===== config.mk =====
export PLATFORM = sky130hd
export DESIGN_NAME = reset_release_sequencer
export DESIGN_NICKNAME = d
export VERILOG_FILES = /design/src/rtl/reset_release_sequencer.sv
export SDC_FILE = /design/constraint.sdc
export NUM_CORES = 1
export LEC_CHECK = 0
export ABC_CLOCK_PERIOD_IN_PS = 2700
export BUFFER_PORTS_ARGS = -buffer_cell sky130_fd_sc_hd__buf_2
export CAP_MARGIN = 10
export CORE_ASPECT_RATIO = 0.8
export CORE_MARGIN = 2
export CORE_UTILIZATION = 60
export DETAILED_ROUTE_END_ITERATION = 6
export PLACE_DENSITY_LB_ADDON = 0.2
export SLEW_MARGIN = 20
export SYNTH_ARGS = -nofsm -noshare
export SYNTH_HDL_FRONTEND = slang
export SYNTH_SLANG_ARGS = --single-unit

===== constraint.sdc =====
create_clock -name clock -period 2.7 [get_ports clock]
set_input_delay 0.54 -clock clock [delete_from_list [all_inputs] [get_ports clock]]
set_output_delay 0.54 -clock clock [all_outputs]
set_load 0.02 [all_outputs]

===== src/rtl/reset_release_sequencer.sv =====
// Synchronizes the release of an incoming asynchronous reset, then releases a bank of
// per-subsystem resets one at a time, with a fixed spacing between releases.
module reset_release_sequencer #(
    parameter int NUMBER_OF_STAGES = 4,
    parameter int STAGE_DELAY_LOG2 = 4,
    parameter int SYNC_STAGES      = 2
) (
    input  logic                        clock,
    input  logic                        reset,
    input  logic                        hold,
    output logic [NUMBER_OF_STAGES-1:0] stage_reset,
    output logic                        ready,
    output logic [7:0]                  hold_count
);

    // state     | meaning
    // WAIT_SYNC | waiting for the deassertion synchronizer to clear; hold ignored
    // RELEASE   | spacing timer running, stages released in index order
    // RUN       | all stages released, outputs steady
    // HELD      | hold asserted, all stages back in reset
    typedef enum logic [1:0] {
        WAIT_SYNC = 2'd0,
        RELEASE   = 2'd1,
        RUN       = 2'd2,
        HELD      = 2'd3
    } state_t;

    localparam int INDEX_WIDTH = (NUMBER_OF_STAGES > 1) ? $clog2(NUMBER_OF_STAGES) : 1;
    localparam logic [STAGE_DELAY_LOG2-1:0] COUNT_LAST = '1;
    localparam logic [INDEX_WIDTH-1:0]      INDEX_LAST = INDEX_WIDTH'(NUMBER_OF_STAGES - 1);

    state_t                        state;
    state_t                        state_next;
    logic [SYNC_STAGES-1:0]        sync_chain;
    logic                          sync_reset;
    logic [STAGE_DELAY_LOG2-1:0]   counter;
    logic [STAGE_DELAY_LOG2-1:0]   counter_next;
    logic [INDEX_WIDTH-1:0]        index;
    logic [INDEX_WIDTH-1:0]        index_next;
    logic [NUMBER_OF_STAGES-1:0]   stage_reset_next;
    logic                          ready_next;
    logic                          hold_prev;
    logic                          release_due;
    logic                          enter_held;

    assign sync_reset  = sync_chain[SYNC_STAGES-1];
    assign release_due = (counter == COUNT_LAST);
    assign enter_held  = hold && ((state == RELEASE) || (state == RUN));

    always_ff @(posedge clock or posedge reset) begin
        if (reset) begin
            state <= WAIT_SYNC;
        end else begin
            state <= state_next;
        end
    end

    // WAIT_SYNC leaves on the same edge that sync_reset falls, so the first
    // release lands a full spacing period after the synchronizer clears.
    always_comb begin
        state_next = state;
        case (state)
            WAIT_SYNC: begin
                if (!sync_reset || !sync_chain[SYNC_STAGES-2]) begin
                    state_next = RELEASE;
                end
            end
            RELEASE: begin
                if (hold) begin
                    state_next = HELD;
                end else if (release_due && (index == INDEX_LAST)) begin
                    state_next = RUN;
                end
            end
            RUN: begin
                if (hold) begin
                    state_next = HELD;
                end
            end
            HELD: begin
                if (!hold) begin
                    state_next = RELEASE;
                end
            end
            default: state_next = WAIT_SYNC;
        endcase
    end

    always_comb begin
        stage_reset_next = stage_reset;
        ready_next       = ready;
        counter_next     = counter;
        index_next       = index;
        case (state)
            WAIT_SYNC: begin
                counter_next = '0;
                index_next   = '0;
            end
            RELEASE: begin
                if (release_due) begin
                    stage_reset_next = stage_reset & ~(NUMBER_OF_STAGES'(1) << index);
                    counter_next     = '0;
                    index_next       = index + INDEX_WIDTH'(1);
                    if (index == INDEX_LAST) begin
                        ready_next = 1'b1;
                    end
                end else begin
                    counter_next = counter + STAGE_DELAY_LOG2'(1);
                end
            end
            RUN: begin
                counter_next = '0;
            end
            HELD: begin
                stage_reset_next = '1;
                ready_next       = 1'b0;
                counter_next     = '0;
                index_next       = '0;
            end
            default: begin
                stage_reset_next = '1;
                ready_next       = 1'b0;
                counter_next     = '0;
                index_next       = '0;
            end
        endcase
        // A hold overrides any release scheduled for the same edge.
        if (enter_held) begin
            stage_reset_next = '1;
            ready_next       = 1'b0;
            counter_next     = '0;
            index_next       = '0;
        end
    end

    always_ff @(posedge clock or posedge reset) begin
        if (reset) begin
            sync_chain  <= '1;
            stage_reset <= '1;
            ready       <= 1'b0;
            counter     <= '0;
            index       <= '0;
            hold_prev   <= 1'b0;
            hold_count  <= 8'd0;
        end else begin
            sync_chain  <= {sync_chain[SYNC_STAGES-2:0], 1'b0};
            stage_reset <= stage_reset_next;
            ready       <= ready_next;
            counter     <= counter_next;
            index       <= index_next;
            hold_prev   <= hold;
            if (hold && !hold_prev && (state != WAIT_SYNC) && (hold_count != 8'hFF)) begin
                hold_count <= hold_count + 8'd1;
            end
        end
    end

endmodule


==> results summary <==
The number of flops mapped to enable cells by yosys is 0. The ratio of routed vias to standard cells is 5.967. The die width is 55.54 µm. The number of nets handed over by synthesis was 126.

The worst endpoint required time came out at 2.90 ns. Setup repair after global routing left no endpoint under its margin. The run finished with clean final reports.

The largest voltage drop on the vdd net is 727.6 µV. The synthesized-area fraction occupied by adder cells came out at 0.09814. The number of cells traversed by the worst hold path came out at 0.

The number of post-CTS setup repair buffers is 0. After synthesis, the share of flip-flops with an asynchronous set or reset is 1.000. The number of instances resized during post-cts repair came out at 0. Before antenna repair, the detailed router went through 4 iterations. The endpoint type of the worst setup path is a flop.

16 I/O pins were placed. The aggregate negative setup slack came out at 0 ns. The total congestion overflow came out at 0. The synthesized-area fraction occupied by ao, oa, aoi and oai cells came out at 0.1727. Ranked by total cell area, the synthesized netlist is headed by dfrtp_1, dfstp_2, ha_1. The summed instance area of the synthesized netlist is 1275 µm². In this run the worst hold path is classified as flop to flop. The area growth from synthesis to layout is 8.734%. The worst max-slew margin expressed relative to the limit is 0.4221. The critical path crosses 5 cells after its start point.

The total chip power came out at 0.001298 W. The max-slew violation count is 0. The maximum level of the CTS H-tree came out at 1.

The worst hold slack across all endpoints came out at 0.3796 ns. The overall fraction of global-route tracks in use is 0.2019. The portion of synthesized area spent on multiplexers is 0.04416. The area share of the largest cell type after synthesis came out at 0.3533. The largest total area in the synthesized netlist belongs to dfrtp_1. The via count of the first global-routing pass is 823. The highest attainable clock frequency came out at 0.4932 GHz.

The starting density of the core came out at 0.6557. The number of antenna violations at the first check in global routing is 0. The wire length of the first global-routing pass came out at 3781 µm. Clock tree synthesis selected as its root buffer the cell clkbuf_4. At the end of the flow the core is filled with cells to 0.7130. The number of inserted filler cells in the final layout came out at 138. The count of buffers from port buffering came out at 15. A synthesized cell averages 11.28 µm². The area of all placed cells without fillers came out at 1386 µm².

The number of placement rows is 14. The post-synthesis simple-gate area fraction is 0.1315. The share of final-layout standard cells stronger than drive strength 1 came out at 0.2266. The total of warnings raised by yosys is 0. The maximum net fanout on the critical path came out at 8.

The part of the cycle the worst path needs came out at 0.7509. The area after detailed placement is 1360 µm². STA classifies the critical path startpoint as a flop.

The number of synthesized register bits is 24. The remaining routing DRC violations is 0. The core region is 1944 µm². The first routing iteration left 53 violations.

The critical path is of the flop to flop type. Buffers inserted during clock tree synthesis total 3. The final wirelength came out at 2249 µm. The leading register cell type out of synthesis is dfrtp_1. Clock-pin slew was measured on the worst setup and hold paths at 0.12 ns.

By area, the combinational part of the netlist is dominated by compound AO/OA/AOI/OAI gates. The leakage dissipation is 0.6136 nW. The worst path in the final design needs a cycle of 2.028 ns, including I/O delays and setup. By count the netlist is led by dfrtp_1, ha_1, inv_1, nand2_1.

The maximum clock skew at final layout came out at 0.008558 ns. The final weighted congestion of routability-driven global placement is 0.8165. The largest single stage delay on the critical path is 0.51 ns. The total of hold buffers inserted after clock tree synthesis is 0. After detailed routing, the average wire length per cell comes to 14.80 µm. After synthesis, the netlist uses 39 different library cells. The floorplan step set the die height to 45.23 µm.

The post-synthesis share of cell area spent on xor and xnor gates came out at 0.03435. The number of setup violations in the final report is 0. The clock reaches the later pin of the worst-skew pair after 0.30 ns.

For this run, the register share of the synthesized area comes to 0.4769. The number of endpoints with negative hold slack in the final report is 0. The cell family contributing the most delay on the critical path is simple AND/OR/NAND/NOR gates.

The total power per unit cell area came out at 936.1 nW/µm². The most common cell in the synthesized netlist is dfrtp_1. The signal on the critical path passes through inv_1, ha_1, or3b_1, nor4_2, mux2_2. The largest net degree at the start of global routing came out at 25. The overall die area is 2512 µm². The critical path arrival is 2.23 ns. The number of buffers on the longest clock path came out at 2. The number of sinks handled by clock tree synthesis came out at 24. The worst register-to-register path has a depth of 5. The buffer and inverter count on the worst path came out at 1. Max-cap violations in this run came to 0. At the pin with the least slew margin, the transition time is 0.8660 ns. The area of the multi-input gates is 616.8 µm². The count of vias placed by the detailed router came out at 907. The final-stage net count came out at 142. TritonCTS built the clock tree.

The final HPWL from detailed placement came out at 1633 µm. The antenna violation net count after detailed routing is 0. The repair_antennas step left the layout with diodes totalling 0. Synthesis handed over a netlist of 113 instances. Across the whole layout, storage elements account for 608.1 µm². The library cell contributing the largest single delay on the critical path is or3b_1.
-- cell type report --
type | count | share of cell area
multi-input combinational | 77 | 0.4449
sequential | 24 | 0.4386
timing repair buffer | 15 | 0.05415
inverter | 8 | 0.02166
tap | 24 | 0.02166
clock buffer | 4 | 0.01895
-- placed cells by master, fill, tap and decap left out, types with 2 or more instances in the layout --
cell type / count
inv_1: 8
a211oi_1: 2
and4_1: 2
nor4_2: 2
nand3_1: 3
nand2_1: 7
buf_2: 15
ha_1: 10
nor3b_1: 2
a22oi_1: 2
dfstp_2: 6
xnor2_1: 2
xor2_1: 3
a32oi_1: 4
mux2i_1: 3
clkbuf_4: 3
nor2_1: 3
o2bb2ai_1: 2
o21ai_0: 3
dfrtp_1: 18
a31oi_1: 2
and3_1: 2
nor3_1: 3
a21oi_1: 6
-- worst register-to-register path: cells and delay by family, from the launching register on --
kind	cells	cell delay, ns
multiplexers	1	0.37
AND/OR/NAND/NOR	2	0.85
flip-flops	1	0.40
buffers and inverters	1	0.09
adder cells (fa/ha/maj)	1	0.23
-- where the power goes --
part / leakage (nW) / total (W) / internal [W] / switching, W
clock: 0.0150 / 0.000153 / 0.0000576 / 0.0000950
combinational: 0.309 / 0.000590 / 0.000217 / 0.000373
sequential: 0.289 / 0.000555 / 0.000450 / 0.000105
total: 0.614 / 0.00130 / 0.000725 / 0.000573
-- layer usage --
| metal | share of wire | track usage | wire [µm] |
|---|---|---|---|
| met2 | 0.41 | 0.2881 | 920 |
| met1 | 0.53 | 0.2961 | 1193 |
| met5 | 0 | 0 | 0 |
| met3 | 0.051 | 0.06304 | 115 |
| met4 | 0.0084 | 0.06341 | 19 |
-- metrics by stage --
| step | worst slack (ns) | instances |
|---|---|---|
| 5_1_grt | 0.5670 | 152 |
| 4_1_cts | 0.6688 | 152 |
| 6_report | 0.6725 | 152 |
| 2_1_floorplan | 0.8369 | 113 |
| 3_3_place_gp | 0.6341 | 148 |
| 3_5_place_dp | 0.5796 | 148 |
-- final timing paths --
| path | from | endpoint | slack (ns) |
|---|---|---|---|
| setup / recovery | state[0] | hold_count[7] | 0.67 |
| hold / removal | sync_chain[0] | sync_chain[1] | 0.38 |
| setup reg to reg | state[0] | hold_count[7] | 0.67 |
| hold reg to reg | sync_chain[0] | sync_chain[1] | 0.38 |
| max in group asynchronous | reset | hold_count[1] | 1.77 |
| min in group asynchronous | reset | hold_prev | 0.39 |
-- flip-flops by register name (all words and copies together), names as in the netlist --
name and count:
sync_chain 2, stage_reset 4, index 2, hold_prev 1
counter 4, state 2, hold_count 8, ready 1
-- kinds of logic after synthesis --
kind of cell	count (synthesis)
muxes	5
AOI/OAI and AO/OA	28
xor gates and xnor gates	5
other	1
buffers and inverters	12
adders and majority gates	10
and+or+nand+nor	28
DFF	24
Power figures use the tool's default switching activity.
